<file path="config.mk">
export PLATFORM = sky130hd
export DESIGN_NAME = idli_uart_m_flat
export DESIGN_NICKNAME = d
export VERILOG_FILES = /design/src/rtl/idli_uart_m_if.sv /design/src/rtl/idli_uart_m.sv /design/src/flat_wrapper.sv
export SDC_FILE = /design/constraint.sdc
export NUM_CORES = 1
export LEC_CHECK = 0
export CAP_MARGIN = 20
export CORE_MARGIN = 4
export CORE_UTILIZATION = 58
export DETAILED_ROUTE_END_ITERATION = 10
export GPL_TIMING_DRIVEN = 1
export PLACE_DENSITY = 0.79
export SLEW_MARGIN = 20
export SYNTH_ARGS = -nofsm -noshare
export SYNTH_HDL_FRONTEND = slang
export SYNTH_SLANG_ARGS = --single-unit
</file>
<file path="constraint.sdc">
create_clock -name i_top_gck -period 2.2 [get_ports i_top_gck]
set_input_delay 0.44 -clock i_top_gck [delete_from_list [all_inputs] [get_ports i_top_gck]]
set_output_delay 0.44 -clock i_top_gck [all_outputs]
set_load 0.01 [all_outputs]
</file>
<file path="src/rtl/idli_uart_m_if.sv">
// Core-side bus of the UART peripheral: slice counter, TX write and RX read
// handshakes, and the status flags the core polls.
//   master : core side (drives ctr, requests and write slices)
//   slave  : UART side (drives read slices and status flags)
interface idli_uart_m_if;
  logic [1:0] i_uart_ctr;      // slice counter; slice n is on the bus when ctr==n
  logic       i_uart_tx_en;    // TX write request, sampled at ctr==0
  logic [3:0] i_uart_slice;    // TX write data slice, LSB slice first
  logic       o_uart_tx_full;  // TX holding buffer occupied
  logic       i_uart_rx_en;    // RX read request, sampled at ctr==0
  logic [3:0] o_uart_slice;    // RX read data slice
  logic       o_uart_rx_vld;   // RX buffer holds an unread byte
  logic       o_uart_rx_err;   // sticky framing/overrun error

  modport master (
    output i_uart_ctr, i_uart_tx_en, i_uart_slice, i_uart_rx_en,
    input  o_uart_tx_full, o_uart_slice, o_uart_rx_vld, o_uart_rx_err
  );

  modport slave (
    input  i_uart_ctr, i_uart_tx_en, i_uart_slice, i_uart_rx_en,
    output o_uart_tx_full, o_uart_slice, o_uart_rx_vld, o_uart_rx_err
  );
endinterface

</file>
<file path="src/rtl/idli_uart_m.sv">
// 8N1 UART peripheral on the core's nibble-serial data path.
//   TX: a 4-slice write delivers a 16-bit word; its low byte is framed onto
//       o_uart_tx through a one-entry holding buffer (double-buffered).
//   RX: frames from i_uart_rx land in a one-entry buffer read as 4 slices.
// Ports:
//   i_top_gck   core clock
//   i_top_rst_n async active-low reset
//   bus         core-side bus (idli_uart_m_if.slave)
//   i_uart_rx   asynchronous serial input
//   o_uart_tx   serial output, idle high
module idli_uart_m #(
  parameter int unsigned CLK_PER_BIT = 16
) (
  input  logic           i_top_gck,
  input  logic           i_top_rst_n,
  idli_uart_m_if.slave   bus,
  input  logic           i_uart_rx,
  output logic           o_uart_tx
);

  localparam int unsigned     CW        = $clog2(CLK_PER_BIT);
  localparam logic [CW-1:0]   BIT_LAST  = CW'(CLK_PER_BIT - 1);
  localparam logic [CW-1:0]   HALF_LAST = CW'(CLK_PER_BIT / 2 - 1);

  typedef enum logic [1:0] {ST_IDLE, ST_START, ST_DATA, ST_STOP} state_t;

  logic ctr0, ctr1, ctr3;
  assign ctr0 = (bus.i_uart_ctr == 2'd0);
  assign ctr1 = (bus.i_uart_ctr == 2'd1);
  assign ctr3 = (bus.i_uart_ctr == 2'd3);

  // ---------------- TX write path ----------------
  logic       wr_q;
  logic [7:0] tx_buf_q;
  logic       tx_full_q;
  logic       tx_set;

  always_ff @(posedge i_top_gck or negedge i_top_rst_n) begin
    if (!i_top_rst_n) begin
      wr_q     <= 1'b0;
      tx_buf_q <= '0;
    end else begin
      if (ctr0 && bus.i_uart_tx_en && !tx_full_q) begin
        wr_q          <= 1'b1;
        tx_buf_q[3:0] <= bus.i_uart_slice;
      end else if (wr_q && ctr1) begin
        tx_buf_q[7:4] <= bus.i_uart_slice;
      end
      if (wr_q && ctr3) wr_q <= 1'b0;
    end
  end

  assign tx_set = wr_q && ctr3;

  // ---------------- TX FSM ----------------
  state_t        tx_state_q;
  logic [CW-1:0] tx_cnt_q;
  logic [2:0]    tx_bit_q;
  logic [7:0]    tx_sh_q;
  logic          tx_q;
  logic          tx_load;

  // A full buffer is taken either from idle or on the last stop-bit cycle,
  // so consecutive frames abut. A write can only complete while the buffer
  // is empty, so tx_set and tx_load never coincide.
  assign tx_load = tx_full_q &&
                   ((tx_state_q == ST_IDLE) ||
                    (tx_state_q == ST_STOP && tx_cnt_q == BIT_LAST));

  always_ff @(posedge i_top_gck or negedge i_top_rst_n) begin
    if (!i_top_rst_n) begin
      tx_state_q <= ST_IDLE;
      tx_cnt_q   <= '0;
      tx_bit_q   <= '0;
      tx_sh_q    <= '0;
      tx_q       <= 1'b1;
      tx_full_q  <= 1'b0;
    end else if (tx_load) begin
      tx_sh_q    <= tx_buf_q;
      tx_full_q  <= 1'b0;
      tx_state_q <= ST_START;
      tx_cnt_q   <= '0;
      tx_q       <= 1'b0;
    end else begin
      if (tx_set) tx_full_q <= 1'b1;
      case (tx_state_q)
        ST_START: begin
          if (tx_cnt_q == BIT_LAST) begin
            tx_cnt_q   <= '0;
            tx_bit_q   <= '0;
            tx_state_q <= ST_DATA;
            tx_q       <= tx_sh_q[0];
          end else begin
            tx_cnt_q <= tx_cnt_q + 1'b1;
          end
        end
        ST_DATA: begin
          if (tx_cnt_q == BIT_LAST) begin
            tx_cnt_q <= '0;
            if (tx_bit_q == 3'd7) begin
              tx_state_q <= ST_STOP;
              tx_q       <= 1'b1;
            end else begin
              tx_bit_q <= tx_bit_q + 1'b1;
              tx_sh_q  <= {1'b0, tx_sh_q[7:1]};
              tx_q     <= tx_sh_q[1];
            end
          end else begin
            tx_cnt_q <= tx_cnt_q + 1'b1;
          end
        end
        ST_STOP: begin
          if (tx_cnt_q == BIT_LAST) begin
            tx_cnt_q   <= '0;
            tx_state_q <= ST_IDLE;
          end else begin
            tx_cnt_q <= tx_cnt_q + 1'b1;
          end
        end
        default: tx_state_q <= ST_IDLE;
      endcase
    end
  end

  assign o_uart_tx          = tx_q;
  assign bus.o_uart_tx_full = tx_full_q;

  // ---------------- RX input path ----------------
  logic [1:0] sync_q;
  logic       rx_prev_q;
  logic       rx_s;
  logic       rx_fall;

  always_ff @(posedge i_top_gck or negedge i_top_rst_n) begin
    if (!i_top_rst_n) begin
      sync_q    <= '1;
      rx_prev_q <= 1'b1;
    end else begin
      sync_q    <= {sync_q[0], i_uart_rx};
      rx_prev_q <= sync_q[1];
    end
  end

  assign rx_s    = sync_q[1];
  assign rx_fall = rx_prev_q && !rx_s;

  // ---------------- RX FSM ----------------
  state_t        rx_state_q;
  logic [CW-1:0] rx_cnt_q;
  logic [2:0]    rx_bit_q;
  logic [7:0]    rx_sh_q;
  logic          rx_stop_smp, rx_push, rx_ferr;

  always_ff @(posedge i_top_gck or negedge i_top_rst_n) begin
    if (!i_top_rst_n) begin
      rx_state_q <= ST_IDLE;
      rx_cnt_q   <= '0;
      rx_bit_q   <= '0;
      rx_sh_q    <= '0;
    end else begin
      case (rx_state_q)
        ST_IDLE: begin
          if (rx_fall) begin
            rx_state_q <= ST_START;
            rx_cnt_q   <= '0;
            rx_bit_q   <= '0;
          end
        end
        ST_START: begin
          // Mid-bit check of the start bit; high means a glitch.
          if (rx_cnt_q == HALF_LAST) begin
            rx_cnt_q   <= '0;
            rx_state_q <= rx_s ? ST_IDLE : ST_DATA;
          end else begin
            rx_cnt_q <= rx_cnt_q + 1'b1;
          end
        end
        ST_DATA: begin
          if (rx_cnt_q == BIT_LAST) begin
            rx_cnt_q <= '0;
            rx_sh_q  <= {rx_s, rx_sh_q[7:1]};
            if (rx_bit_q == 3'd7) rx_state_q <= ST_STOP;
            else                  rx_bit_q   <= rx_bit_q + 1'b1;
          end else begin
            rx_cnt_q <= rx_cnt_q + 1'b1;
          end
        end
        ST_STOP: begin
          // Leaves at mid stop bit so an immediately following start edge is seen.
          if (rx_cnt_q == BIT_LAST) begin
            rx_cnt_q   <= '0;
            rx_state_q <= ST_IDLE;
          end else begin
            rx_cnt_q <= rx_cnt_q + 1'b1;
          end
        end
        default: rx_state_q <= ST_IDLE;
      endcase
    end
  end

  assign rx_stop_smp = (rx_state_q == ST_STOP) && (rx_cnt_q == BIT_LAST);
  assign rx_push     = rx_stop_smp && rx_s;
  assign rx_ferr     = rx_stop_smp && !rx_s;

  // ---------------- RX buffer and read ----------------
  logic       rd_q;
  logic       rx_vld_q, rx_err_q;
  logic [7:0] rx_byte_q;
  logic       rx_pop, rd_act;

  assign rx_pop = rd_q && ctr3;

  always_ff @(posedge i_top_gck or negedge i_top_rst_n) begin
    if (!i_top_rst_n) begin
      rd_q      <= 1'b0;
      rx_vld_q  <= 1'b0;
      rx_err_q  <= 1'b0;
      rx_byte_q <= '0;
    end else begin
      if (ctr0 && bus.i_uart_rx_en) rd_q <= 1'b1;
      else if (ctr3)                rd_q <= 1'b0;

      // A pop in the same cycle frees the entry for the incoming byte.
      if (rx_push && (!rx_vld_q || rx_pop)) begin
        rx_byte_q <= rx_sh_q;
        rx_vld_q  <= 1'b1;
      end else if (rx_pop) begin
        rx_vld_q <= 1'b0;
      end

      // Setting has priority over the read clear.
      if (rx_ferr || (rx_push && rx_vld_q && !rx_pop)) rx_err_q <= 1'b1;
      else if (rx_pop)                                  rx_err_q <= 1'b0;
    end
  end

  // The read is live combinationally in its ctr==0 cycle, before rd_q rises.
  assign rd_act = rd_q || (ctr0 && bus.i_uart_rx_en);

  always_comb begin
    bus.o_uart_slice = '0;
    if (rd_act && rx_vld_q) begin
      case (bus.i_uart_ctr)
        2'd0:    bus.o_uart_slice = rx_byte_q[3:0];
        2'd1:    bus.o_uart_slice = rx_byte_q[7:4];
        default: bus.o_uart_slice = '0;
      endcase
    end
  end

  assign bus.o_uart_rx_vld = rx_vld_q;
  assign bus.o_uart_rx_err = rx_err_q;

endmodule
</file>
<file path="src/flat_wrapper.sv">
// flat-port wrapper written by rule: the top's interface ports become plain ports
module idli_uart_m_flat 
#(
  parameter int unsigned CLK_PER_BIT = 16
)
  (i_top_gck, i_top_rst_n, i_uart_rx, o_uart_tx, bus_i_uart_ctr, bus_i_uart_tx_en, bus_i_uart_slice, bus_i_uart_rx_en, bus_o_uart_tx_full, bus_o_uart_slice, bus_o_uart_rx_vld, bus_o_uart_rx_err);
  idli_uart_m_if bus_i ();
  input  logic i_top_gck;
  input  logic i_top_rst_n;
  input  logic i_uart_rx;
  output logic o_uart_tx;
  input wire logic [$bits(bus_i.i_uart_ctr)-1:0] bus_i_uart_ctr;
  input wire logic [$bits(bus_i.i_uart_tx_en)-1:0] bus_i_uart_tx_en;
  input wire logic [$bits(bus_i.i_uart_slice)-1:0] bus_i_uart_slice;
  input wire logic [$bits(bus_i.i_uart_rx_en)-1:0] bus_i_uart_rx_en;
  output wire logic [$bits(bus_i.o_uart_tx_full)-1:0] bus_o_uart_tx_full;
  output wire logic [$bits(bus_i.o_uart_slice)-1:0] bus_o_uart_slice;
  output wire logic [$bits(bus_i.o_uart_rx_vld)-1:0] bus_o_uart_rx_vld;
  output wire logic [$bits(bus_i.o_uart_rx_err)-1:0] bus_o_uart_rx_err;
  assign bus_i.i_uart_ctr = bus_i_uart_ctr;
  assign bus_i.i_uart_tx_en = bus_i_uart_tx_en;
  assign bus_i.i_uart_slice = bus_i_uart_slice;
  assign bus_i.i_uart_rx_en = bus_i_uart_rx_en;
  assign bus_o_uart_tx_full = bus_i.o_uart_tx_full;
  assign bus_o_uart_slice = bus_i.o_uart_slice;
  assign bus_o_uart_rx_vld = bus_i.o_uart_rx_vld;
  assign bus_o_uart_rx_err = bus_i.o_uart_rx_err;
  idli_uart_m #(.CLK_PER_BIT(CLK_PER_BIT)) u_core (.i_top_gck(i_top_gck), .i_top_rst_n(i_top_rst_n), .bus(bus_i), .i_uart_rx(i_uart_rx), .o_uart_tx(o_uart_tx));
endmodule
</file>
==> results list, run 1 <==
- For this design the ratio of total power to cell area is 1110 mW/mm^2.
- 1st-iter DRT viols: 107
* TritonCTS clock tree: built
- Filler cell count in the final layout: 313
- Post-route standard cell area excluding fillers: 0.00321 mm^2
* Maximum frequency from static timing analysis: 472 MHz
- Clock period minus final worst setup slack: 2.12 ns
- In this run, flip-flops and latches consume 45.6% of the power.
* Delay of the slowest cell on the worst path: 0.43 ns
- Longest Clk Path Bufs: 2
- Setup slack on the worst reg-to-reg path comes out at 0.24 ns.
- Data arrives at the worst endpoint at 1.68 ns.
* DRC: 0
- The area growth from synthesis to layout is 17.2%.
- Status: finished, final reports clean
* Count of vias placed by the detailed router: 1825
- Routed Wire Length: 4850 um
- After synthesis, the mean cell area works out to 11.4 um^2.
- Core area: 0.00447 mm^2
- Switching part of the total: 32.0%
* Share of total power in the clock network: 27.9%
* Final weighted congestion in routability-driven placement: 0.794
- In the final layout, the share of cells above drive strength 1 is 24.6%.
* Final ANT Viol Nets: 0
* Proportion of synthesized flip-flops having asynchronous set or reset: 100%
- Share of the clock period used by the worst path after layout: 96.3%
- Number of synthesized flops with an enable pin: 0
* Number of buffer cells added on primary ports: 18
* Number of endpoints failing setup at the final stage: 0
- The endpoint identified for the worst register-to-register timing path is u_core.tx_bit_q[0].
- From left edge to right edge, the die measures 76.7 um.
* Sinks on Clock Net: 59
* Routed wirelength normalized by instance count: 14.8 um
- The initial antenna violation count was 0.
- Worst hold path class: in2async
- The number of hold violations in the final report came to 0.
- Leading area contributor after synthesis: dfrtp_1
* Leakage component of the power: 1.49 nW
- First-pass GRT wire length: 8510 um
- Via count of the first global-routing pass: 1791
* DRT Pass-1 Iters: 4
- Max transition margin: 57.3%
- Routed vias/inst: 5.56
* Clock buffer count from CTS: 9
- Clock Tree Root: clkbuf_8
- Among all flip-flop cells after synthesis, the most frequent one is dfrtp_1.
- Synth cell types: 39
* Pin slew with the least headroom to its limit: 0.640 ns
- Clk_lat worst skew: 0.33 ns
* Mapped Cells: 240
- Post_cts resized: 18
* Internal power: 2.42 mW
- Worst path required time: 1.76 ns
- Syn nets: 261
- Critical path buffers and inverters: 3
- Launching element type of the critical path: primary input
- Across the VDD grid, the largest voltage drop is 0.000751 V.
* Number of synthesized register bits: 59
- CTS built an H-tree with a depth of 3.
* Switching Power: 1.14 mW
* Seq/Total Area, Yosys: 54.1%
- Cell Rows: 24
- Post-CTS Hold Fix Bufs: 0
- Setup repair after global routing left no endpoint under its margin.
- For this run, the total global-route usage over all layers was measured as 18.3%.
* Source of the worst register-to-register timing path: u_core.tx_cnt_q[0]
- Top cells by area in the synthesized netlist: dfrtp_1, mux2_2, mux2i_1, ha_1, o21ai_0
- Combinational cell fraction of total power: 26.5%
- Worst path top cell family by delay: buffers and inverters
- The number of antenna diodes in the final layout is 0.
- In this run the worst path has a maximum fanout of 4.
- Once detailed placement completed, the half-perimeter wirelength came to 3400 um.
* # Post-CTS Setup Buffers: 0
- The setup path with the least slack is of type in2out.
- Entering global routing, the biggest net connects 29 pins.
- Clock slew seen by the registers of the worst setup and hold paths: 0.06 ns
- After the last flow step, the layout net total stands at 292.
- For this configuration, the core starts out at a cell density of 61.2%.
- The cell area that synthesis handed to floorplanning was 0.00274 mm^2.
* Maximum capacitance violations: 0
- Global routing finished with a remaining overflow of 0.
- The floorplan step set the die height to 76.7 um.
- The floorplan step defined a die boundary enclosing 0.00588 mm^2.
- On the final layout, the worst clock skew is 0.00591 ns.
- At the end of the flow the core is filled with cells to 71.7%.
- In this run the count of I/O pins placed on the die edge is 19.
- Hold Slack: 0.130 ns
- Area fraction of the dominant cell type after synthesis: 50.3%
* Number of cell instances on the worst register-to-register path: 5
* Post-detailed-placement cell area: 0.00302 mm^2
* Cells along the critical path: clkdlybuf4s50_1 -> inv_1 -> a21oi_1 -> or3b_4 -> nor2_2 -> buf_2
- Endpoint kind of the worst setup timing path: primary output
- Number of max-slew violations in the final report: 0
- The slowest stage of the critical path belongs to the cell clkdlybuf4s50_1.
* Total of warnings raised by yosys: 0
## through the flow
step	instances	total power, mW	worst slack [ns]	setup TNS, ns
2_1_floorplan	240	2.31	0.344	0
3_3_place_gp	312	2.53	-0.463	-1.70
3_5_place_dp	312	2.58	-0.466	-1.72
4_1_cts	328	3.59	0.0642	0
5_1_grt	328	3.83	0.0194	0
6_report	328	3.55	0.0808	0
## cell type report
class                   instances  area [um^2]  area share (%)
inverters                       4         15.0           0.468
repair buffers                 27          235            7.33
clock buffers                  12          155            4.84
clock inverters                 4         48.8            1.52
flip-flops and latches         59         1480            46.2
well taps                      52         65.1            2.03
multi-input cells             170         1210            37.6
## power groups by stage
stage | combinational [mW] | sequential (mW) | clock [mW]
2_1_floorplan | 0.756 | 1.55 | 0
3_3_place_gp | 0.913 | 1.62 | 0
3_5_place_dp | 0.949 | 1.63 | 0
4_1_cts | 0.950 | 1.62 | 1.02
5_1_grt | 1.06 | 1.66 | 1.10
6_report | 0.941 | 1.62 | 0.991
## synth_stat cells, drive strengths merged, types with 2 or more instances
cell type	instances
nor2b	4
o21ai	24
buf	4
mux2i	14
nand2	29
a21oi	4
nor2	17
and3	2
nand2b	2
a31o	2
a31oi	2
dfrtp	55
nand4	3
dfstp	4
xnor2	2
nor3	4
mux2	27
o21a	2
nand3	10
ha	10
clkbuf	3
inv	4
## flip-flops by register name, indices dropped and copies added, names as in the netlist, 3 cells and up, named ones only
| name | cells |
|---|---|
| u_core.rx_byte_q | 8 |
| u_core.rx_sh_q | 8 |
| u_core.tx_buf_q | 8 |
| u_core.tx_sh_q | 8 |
| u_core.rx_cnt_q | 4 |
| u_core.tx_cnt_q | 4 |
| u_core.rx_bit_q | 3 |
| u_core.tx_bit_q | 3 |
## how the worst max path moves through the flow
stage | slack [ns] | depth (start not counted) | start | end
floorplan | 0.34 | 5 | bus_i_uart_ctr[0] | bus_o_uart_slice[0]
CTS | 0.06 | 6 | bus_i_uart_ctr[0] | bus_o_uart_slice[0]
global placement | -0.46 | 6 | bus_i_uart_ctr[0] | bus_o_uart_slice[0]
finish | 0.08 | 6 | bus_i_uart_ctr[0] | bus_o_uart_slice[0]
detailed placement | -0.47 | 6 | bus_i_uart_ctr[0] | bus_o_uart_slice[0]
global route | 0.02 | 6 | bus_i_uart_ctr[0] | bus_o_uart_slice[2]
## cell usage in the layout, fill, tap and decap left out, types with 2 or more instances in the layout
cell	count
buf_2	5
nor2_2	3
buf_4	8
nand3_1	9
clkbuf_8	11
xnor2_1	2
ha_1	10
a21oi_1	4
clkdlybuf4s50_1	13
nand2b_1	2
and3_1	2
dfstp_2	4
inv_1	4
o21ai_1	2
o21a_1	2
nor3_1	4
dfrtp_1	55
nor2b_1	4
nand4_1	3
a31oi_1	2
mux2_2	27
mux2i_1	14
clkinv_2	2
o21ai_0	22
nor2_1	14
nand2_1	29
## layer usage
metal  vias up  GRT usage [%]  wire, um
met5         -              0         0
met4         0           5.43        52
met3         5           6.91       166
met2        25           27.2      2300
met1       880           25.2      2330
li1        915              -         -
## logic make-up after synthesis
logic type                 after synthesis  share of synthesized area, %
and+or+nand+nor                         76                          13.4
DFF                                     59                          54.1
muxes                                   41                          16.2
AOI/OAI and AO/OA                       40                          8.78
buffers and inverters                   11                          1.92
adders and majority gates               10                          4.57
xor gates and xnor gates                 3                         0.960
Note: power is estimated with default switching activity, not from simulation.
==> run 2, diff against run 1 <==
--- a/config.mk
+++ b/config.mk
@@ -7,10 +7,10 @@
 export LEC_CHECK = 0
 export CAP_MARGIN = 20
 export CORE_MARGIN = 4
-export CORE_UTILIZATION = 58
+export CORE_UTILIZATION = 50
 export DETAILED_ROUTE_END_ITERATION = 10
 export GPL_TIMING_DRIVEN = 1
-export PLACE_DENSITY = 0.79
+export PLACE_DENSITY = 0.66
 export SLEW_MARGIN = 20
 export SYNTH_ARGS = -nofsm -noshare
 export SYNTH_HDL_FRONTEND = slang
==> run 2 against run 1 <==
First-iteration DRC count down 40%. Cell count increased by 5.8%. Clock-buffer cell count shrank 1. Clock power decreased by 8.3%. Setup slack improved by 0.022 ns. Final area about the same. Global-route usage is 0.79 points lower. Largest cell class unchanged.
==> results list, run 2 (synthesized netlist as in run 1, its figures left out) <==
* Crit path capture: bus_o_uart_slice[2] (was bus_o_uart_slice[0])
- The depth of the worst register-to-register path was 5 (unchanged).
- Leakage component of the power: 1.47 nW (was 1.49 nW)
- Commonest cells after routing, fill and taps aside: dfrtp_1, nand2_1, mux2_2 (unchanged).
- The worst-case clock buffer depth is 2 (unchanged).
- GR Overflow Total: 0 (unchanged)
- HPWL after detailed placement: 3380 um (was 3400 um)
- The buffer type at the clock tree root was clkbuf_8 (unchanged).
- The final max-slew violation count is 0 (unchanged).
* Final ANT Viol Nets: 0 (unchanged)
- Arr. time, crit path: 1.66 ns (was 1.68 ns)
- The die area is 0.00672 mm^2 (was 0.00588 mm^2).
- CP Launch Point: bus_i_uart_rx_en (was bus_i_uart_ctr[0])
* Cells along the critical path: clkdlybuf4s50_1 -> a21oi_1 -> or3b_4 -> nor2_2 -> buf_2 (was clkdlybuf4s50_1 -> inv_1 -> a21oi_1 -> or3b_4 -> nor2_2 -> buf_2)
- Via count of the first global-routing pass: 1885 (was 1791)
- Endpoint kind of the worst setup timing path: primary output (unchanged)
- The initial antenna violation count came to 0 (unchanged).
- TritonCTS clock tree: built (unchanged)
- The post-detailed-route wirelength per cell came to 13.8 um (was 14.8 um).
- Sinks on Clock Net: 59 (unchanged)
- The fraction of the cycle the final worst path needs is 95.3% (was 96.3%).
- Hold Slack: 0.0971 ns (was 0.130 ns)
- The origin of the critical flop-to-flop path is u_core.tx_cnt_q[0] (unchanged).
* Routed Wire Length: 4790 um (was 4850 um)
- The worst stage delay on the critical path is 0.47 ns (was 0.43 ns).
- The biggest fanout along the worst timing path was 4 (unchanged).
* Clock buffer count from CTS: 9 (unchanged)
- The number of top-level pins was 19 (unchanged).
* R2R Setup Slk: 0.21 ns (was 0.24 ns)
* Layout cell share with drive strength beyond 1: 25.6% (was 24.6%)
* Clock slew seen by the registers of the worst setup and hold paths: 0.07 ns (was 0.06 ns)
- The number of buffer cells added on primary ports came to 18 (unchanged).
* DRT Pass-1 Iters: 4 (unchanged)
- Worst path required time: 1.76 ns (about the same)
* Post-CTS Hold Fix Bufs: 0 (unchanged)
- The H-tree depth came to 3 (unchanged).
- The total power divided by cell area is 1080 mW/mm^2 (was 1110 mW/mm^2).
- Maximum capacitance violations: 0 (unchanged)
- Final weighted congestion in routability-driven placement: 0.758 (was 0.794)
- Maximum frequency from static timing analysis: 477 MHz (was 472 MHz)
* DRC: 0 (unchanged)
* Worst hold path class: in2async (unchanged)
* Number of endpoints failing setup at the final stage: 0 (unchanged)
* Launching element type of the critical path: primary input (unchanged)
- Setup repair after global routing missed its margin: no (unchanged).
- The total routing resource utilization after global routing is 17.6% (was 18.3%).
- Maximum clock skew at final layout: 0.0101 ns (was 0.00591 ns)
* Most common cell after layout, fill and taps aside: dfrtp_1 (unchanged)
- The cell with the biggest individual delay on the critical path was clkdlybuf4s50_1 (unchanged).
* NumNets Final: 293 (was 292)
- The x dimension of the die is 82.0 um (was 76.7 um).
- The row count was 26 (was 24).
- Area growth syn-to-layout: 17.3% (was 17.2%)
* Routed vias/inst: 5.33 (was 5.56)
- The startpoint-to-endpoint class of the critical path is in2out (unchanged).
- Max transition margin: 64.4% (was 57.3%)
* Clock period minus final worst setup slack: 2.10 ns (was 2.12 ns)
- Endpoint of the lowest-slack register-to-register path: u_core.tx_bit_q[0] (unchanged)
* Core area: 0.00520 mm^2 (was 0.00447 mm^2)
- The total negative setup slack came to 0 ns (unchanged).
- The wire length of the first global-routing pass is 8750 um (was 8510 um).
* Count of vias placed by the detailed router: 1851 (was 1825)
- Post-route standard cell area excluding fillers: 0.00321 mm^2 (about the same)
* Pin slew with the least headroom to its limit: 0.530 ns (was 0.640 ns)
- The worst ir drop on vdd was 0.000474 V (was 0.000751 V).
- Status: finished, final reports clean (unchanged).
- The initial detailed-routing violation count is 64 (was 107).
* Starting utilization of the core area: 52.6% (was 61.2%)
- Largest net degree at the start of global routing: 35 (was 29)
* Diode count: 0 (unchanged)
- Final Hold Fails: 0 (unchanged)
- Floorplan die height: 82.0 um (was 76.7 um)
* Post-detailed-placement cell area: 0.00303 mm^2 (was 0.00302 mm^2)
- The insertion delay to the later sink of the worst-skew pair is 0.33 ns (about the same).
==> run 2: stage by stage <==
step	setup WS [ns]	util [%]	cells	total power, mW
after CTS	0.0890	61.7	347	3.51
after detailed placement	-0.524	58.2	330	2.59
after global placement	-0.515	58.2	330	2.55
after global routing	0.0360	61.7	347	3.75
final	0.103	61.7	347	3.47
after floorplan	0.344	-	240	2.31
==> run 2: layout make-up <==
class / count / area (um^2)
flip-flops and latches: 59 / 1480
well taps: 70 / 87.6
repair buffers: 28 / 229
clock inverters: 5 / 36.3
fillers: 444 / 1990
inverters: 4 / 15.0
multi-input cells: 170 / 1210
clock buffers: 11 / 151
==> run 2: metal layers <==
layer  part of all wire (%)  GRT usage, %  vias to the layer above  wire length [um]
met5                      0             0                        -                 0
met4                    2.4          9.97                        0               116
met3                    2.8          3.73                        9               132
met2                     47          27.4                       21              2250
met1                     48          22.6                      905              2290
li1                       -             -                      916                 -
==> run 2: worst min path at each step <==
stage / from / slack, ns / to
after floorplan: i_top_rst_n / 0.14 / async pin
after global placement: u_core.sync_q[0] / 0.35 / u_core.sync_q[1]
after detailed placement: u_core.sync_q[0] / 0.35 / u_core.sync_q[1]
after CTS: i_top_rst_n / 0.09 / u_core.tx_sh_q[0]
after global routing: i_top_rst_n / 0.12 / u_core.tx_sh_q[0]
final: i_top_rst_n / 0.1 / u_core.tx_sh_q[0]
==> run 2: timing repair <==
| item | in CTS | in global routing |
|---|---|---|
| setup buffers | 1 | 0 |
| resized for setup | 20 | 0 |
| setup endpoints to repair | 4 | 0 |
==> run 2: where the power goes <==
group	switching, mW	leakage, nW	internal [mW]
sequential	0.243	0.764	1.37
clock	0.438	0.0880	0.471
combinational	0.485	0.621	0.455
==> run 2: worst max-delay path: cells and delay by family <==
kind / cells / cell delay, ns
buffers and inverters: 2 / 0.60
and+or+nand+nor: 2 / 0.54
AOI/OAI and AO/OA: 1 / 0.08
==> run 3, diff against run 2 <==
--- a/config.mk
+++ b/config.mk
@@ -7,10 +7,11 @@
 export LEC_CHECK = 0
 export CAP_MARGIN = 20
 export CORE_MARGIN = 4
-export CORE_UTILIZATION = 50
+export CORE_UTILIZATION = 55
 export DETAILED_ROUTE_END_ITERATION = 10
 export GPL_TIMING_DRIVEN = 1
-export PLACE_DENSITY = 0.66
+export PLACE_DENSITY = 0.72
+export SKIP_LAST_GASP = 1
 export SLEW_MARGIN = 20
 export SYNTH_ARGS = -nofsm -noshare
 export SYNTH_HDL_FRONTEND = slang
==> run 3 against run 2 <==
Die area decreased by 8.2%. First-iteration DRC count increased by 55%. Power increased by 2.1%. Via count increased by 0.38%. Register-to-register slack about the same. Largest cell class unchanged.
==> results list, run 3 (synthesized netlist as in run 1, its figures left out) <==
* Maximum capacitance violations: 0 (unchanged)
- Hold Slack: 0.0984 ns (was 0.0971 ns)
- Total area of sequential cells: 0.00148 mm^2 (unchanged)
* Leakage component of the power: 1.48 nW (was 1.47 nW)
- The placer congestion estimate was 0.774 (was 0.758).
- The die area came to 0.00617 mm^2 (was 0.00672 mm^2).
- The total power divided by cell area was 1100 mW/mm^2 (was 1080 mW/mm^2).
* Setup repair after global routing missed its margin: yes (was no)
- 1st-iter DRT viols: 99 (was 64)
* Number of antenna violations at the first check in global routing: 0 (unchanged)
- Die Span X: 78.5 um (was 82.0 um)
- The count of clock tree sinks came to 59 (unchanged).
- Number of max-slew violations in the final report: 0 (unchanged)
* Commonest cells after routing, fill and taps aside: dfrtp_1, nand2_1, mux2_2 (unchanged)
- Setup slack at placement: -0.532 ns (was -0.524 ns)
* Clock slew seen by the registers of the worst setup and hold paths: 0.07 ns (about the same)
* Maximum clock skew at final layout: 0.00596 ns (was 0.0101 ns)
- GR Overflow Total: 0 (unchanged)
- The worst-case clock buffer depth came to 2 (unchanged).
- The number of antenna diodes came to 0 (unchanged).
* Cells along the critical path: clkdlybuf4s50_1 -> a21oi_1 -> or3b_4 -> nor2_2 -> clkdlybuf4s15_2 (was clkdlybuf4s50_1 -> a21oi_1 -> or3b_4 -> nor2_2 -> buf_2)
- Largest vdd supply drop: 0.000473 V (was 0.000474 V)
- Count of vias placed by the detailed router: 1858 (was 1851)
- Setup WS post-layout: 0.00918 ns (was 0.103 ns)
- Via count of the first global-routing pass: 1867 (was 1885)
- The most frequent standard cell in the layout excluding fill and tap cells was dfrtp_1 (unchanged).
- Maximum frequency from static timing analysis: 456 MHz (was 477 MHz)
- The total negative setup slack came to 0 ns (unchanged).
- The buffer and inverter count on the worst path was 2 (unchanged).
- The CTS buffer count is 9 (unchanged).
* Post-CTS Hold Fix Bufs: 0 (unchanged)
* Filler cell count in the final layout: 367 (was 444)
- The startpoint-to-endpoint class of the critical path is in2out (unchanged).
- Multi-input logic area: 0.00121 mm^2 (unchanged)
* Max transition margin: 62.1% (was 64.4%)
- The total wirelength of the detailed-routed design was 4930 um (was 4790 um).
* # Post-CTS Setup Buffers: 0 (was 1)
* NumNets Final: 291 (was 293)
* Number of endpoints failing setup at the final stage: 0 (unchanged)
- Share of the clock period used by the worst path after layout: 99.6% (was 95.3%)
- Floorplan die height: 78.5 um (was 82.0 um)
- The number of buffer cells added on primary ports came to 18 (unchanged).
- The H-tree depth is 3 (unchanged).
* Clock Tree Root: clkbuf_8 (unchanged)
* Final ANT Viol Nets: 0 (unchanged)
* Pin slew with the least headroom to its limit: 0.565 ns (was 0.530 ns)
- The insertion delay to the later sink of the worst-skew pair was 0.33 ns (about the same).
- Worst hold path class: in2async (unchanged)
* Starting utilization of the core area: 57.2% (was 52.6%)
- Arr. time, crit path: 1.75 ns (was 1.66 ns)
- Final Hold Fails: 0 (unchanged)
- The kind of cell adding the most delay to the critical path was buffers and inverters (unchanged).
* DRT Pass-1 Iters: 4 (unchanged)
- DRC: 0 (unchanged)
- Area growth syn-to-layout: 17.6% (was 17.3%)
- Largest net degree at the start of global routing: 60 (was 35)
- I/O pins: 19 (unchanged)
- Clock period minus final worst setup slack: 2.19 ns (was 2.10 ns)
- Status: finished, final reports clean (unchanged)
* Worst path required time: 1.76 ns (about the same)
- The worst stage delay on the critical path came to 0.47 ns (about the same).
- The wire length of the first global-routing pass is 8700 um (was 8750 um).
- Total Routing Usage GR: 18.5% (was 17.6%)
* Layout cell share with drive strength beyond 1: 24.7% (was 25.6%)
- The TritonCTS clock tree is built (unchanged).
* Crit Path Max Fanout: 4 (unchanged)
* Routed vias/inst: 5.43 (was 5.33)
- Core area: 0.00479 mm^2 (was 0.00520 mm^2)
* Endpoint kind of the worst setup timing path: primary output (unchanged)
- Slowest-stage cell, CP: clkdlybuf4s50_1 (unchanged)
- Routed wirelength normalized by instance count: 14.4 um (was 13.8 um)
- The detailed-placement wirelength estimate came to 3380 um (about the same).
- The kind of start point of the critical path is a primary input (unchanged).
- Cell Rows: 25 (was 26)
[run 3: per-stage QoR]
step           utilization, %  std cells  power (mW)  instance area (um^2)
2_1_floorplan               -        240        2.31                  2740
3_3_place_gp             63.3        326        2.54                  3030
3_5_place_dp             63.3        326        2.59                  3030
4_1_cts                  67.4        342        3.57                  3230
5_1_grt                  67.2        342        3.79                  3220
6_report                 67.2        342        3.54                  3220
[run 3: worst paths after layout]
path / start / endpoint / slack, ns / cells past startpoint
min in group i_top_gck: u_core.sync_q[0] / u_core.sync_q[1] / 0.36 / 0
worst max-delay path: bus_i_uart_rx_en / bus_o_uart_slice[1] / 0.009 / 5
worst max register to register: u_core.tx_cnt_q[0] / u_core.tx_bit_q[0] / 0.21 / 5
worst min-delay path: i_top_rst_n / u_core.tx_bit_q[2] / 0.1 / 2
worst min register to register: u_core.sync_q[0] / u_core.sync_q[1] / 0.36 / 0
max in group asynchronous: i_top_rst_n / u_core.rx_prev_q / 1.80 / 2
[run 3: layout make-up]
class	instances	area share (%)
flip-flops and latches	59	46.1
clock inverters	5	1.63
inverters	4	0.467
multi-input cells	170	37.6
clock buffers	11	4.40
repair buffers	26	7.23
well taps	67	2.61
[run 3: repair_timing]
| action | CTS | global route |
|---|---|---|
| gates resized for setup | 16 | 3 |
| cloned | 0 | 0 |
| setup endpoints to repair | 4 | 3 |
[run 3: where the power goes]
| part | internal (mW) | switching (mW) |
|---|---|---|
| registers | 1.37 | 0.243 |
| clock network | 0.548 | 0.424 |
| logic | 0.457 | 0.495 |
| total | 2.38 | 1.16 |
[run 3: per-layer routing]
metal / wire, um / global-route usage, %
met1: 2370 / 23.8
met2: 2300 / 28.5
met3: 143 / 3.56
met4: 123 / 11.5
met5: 0 / 0
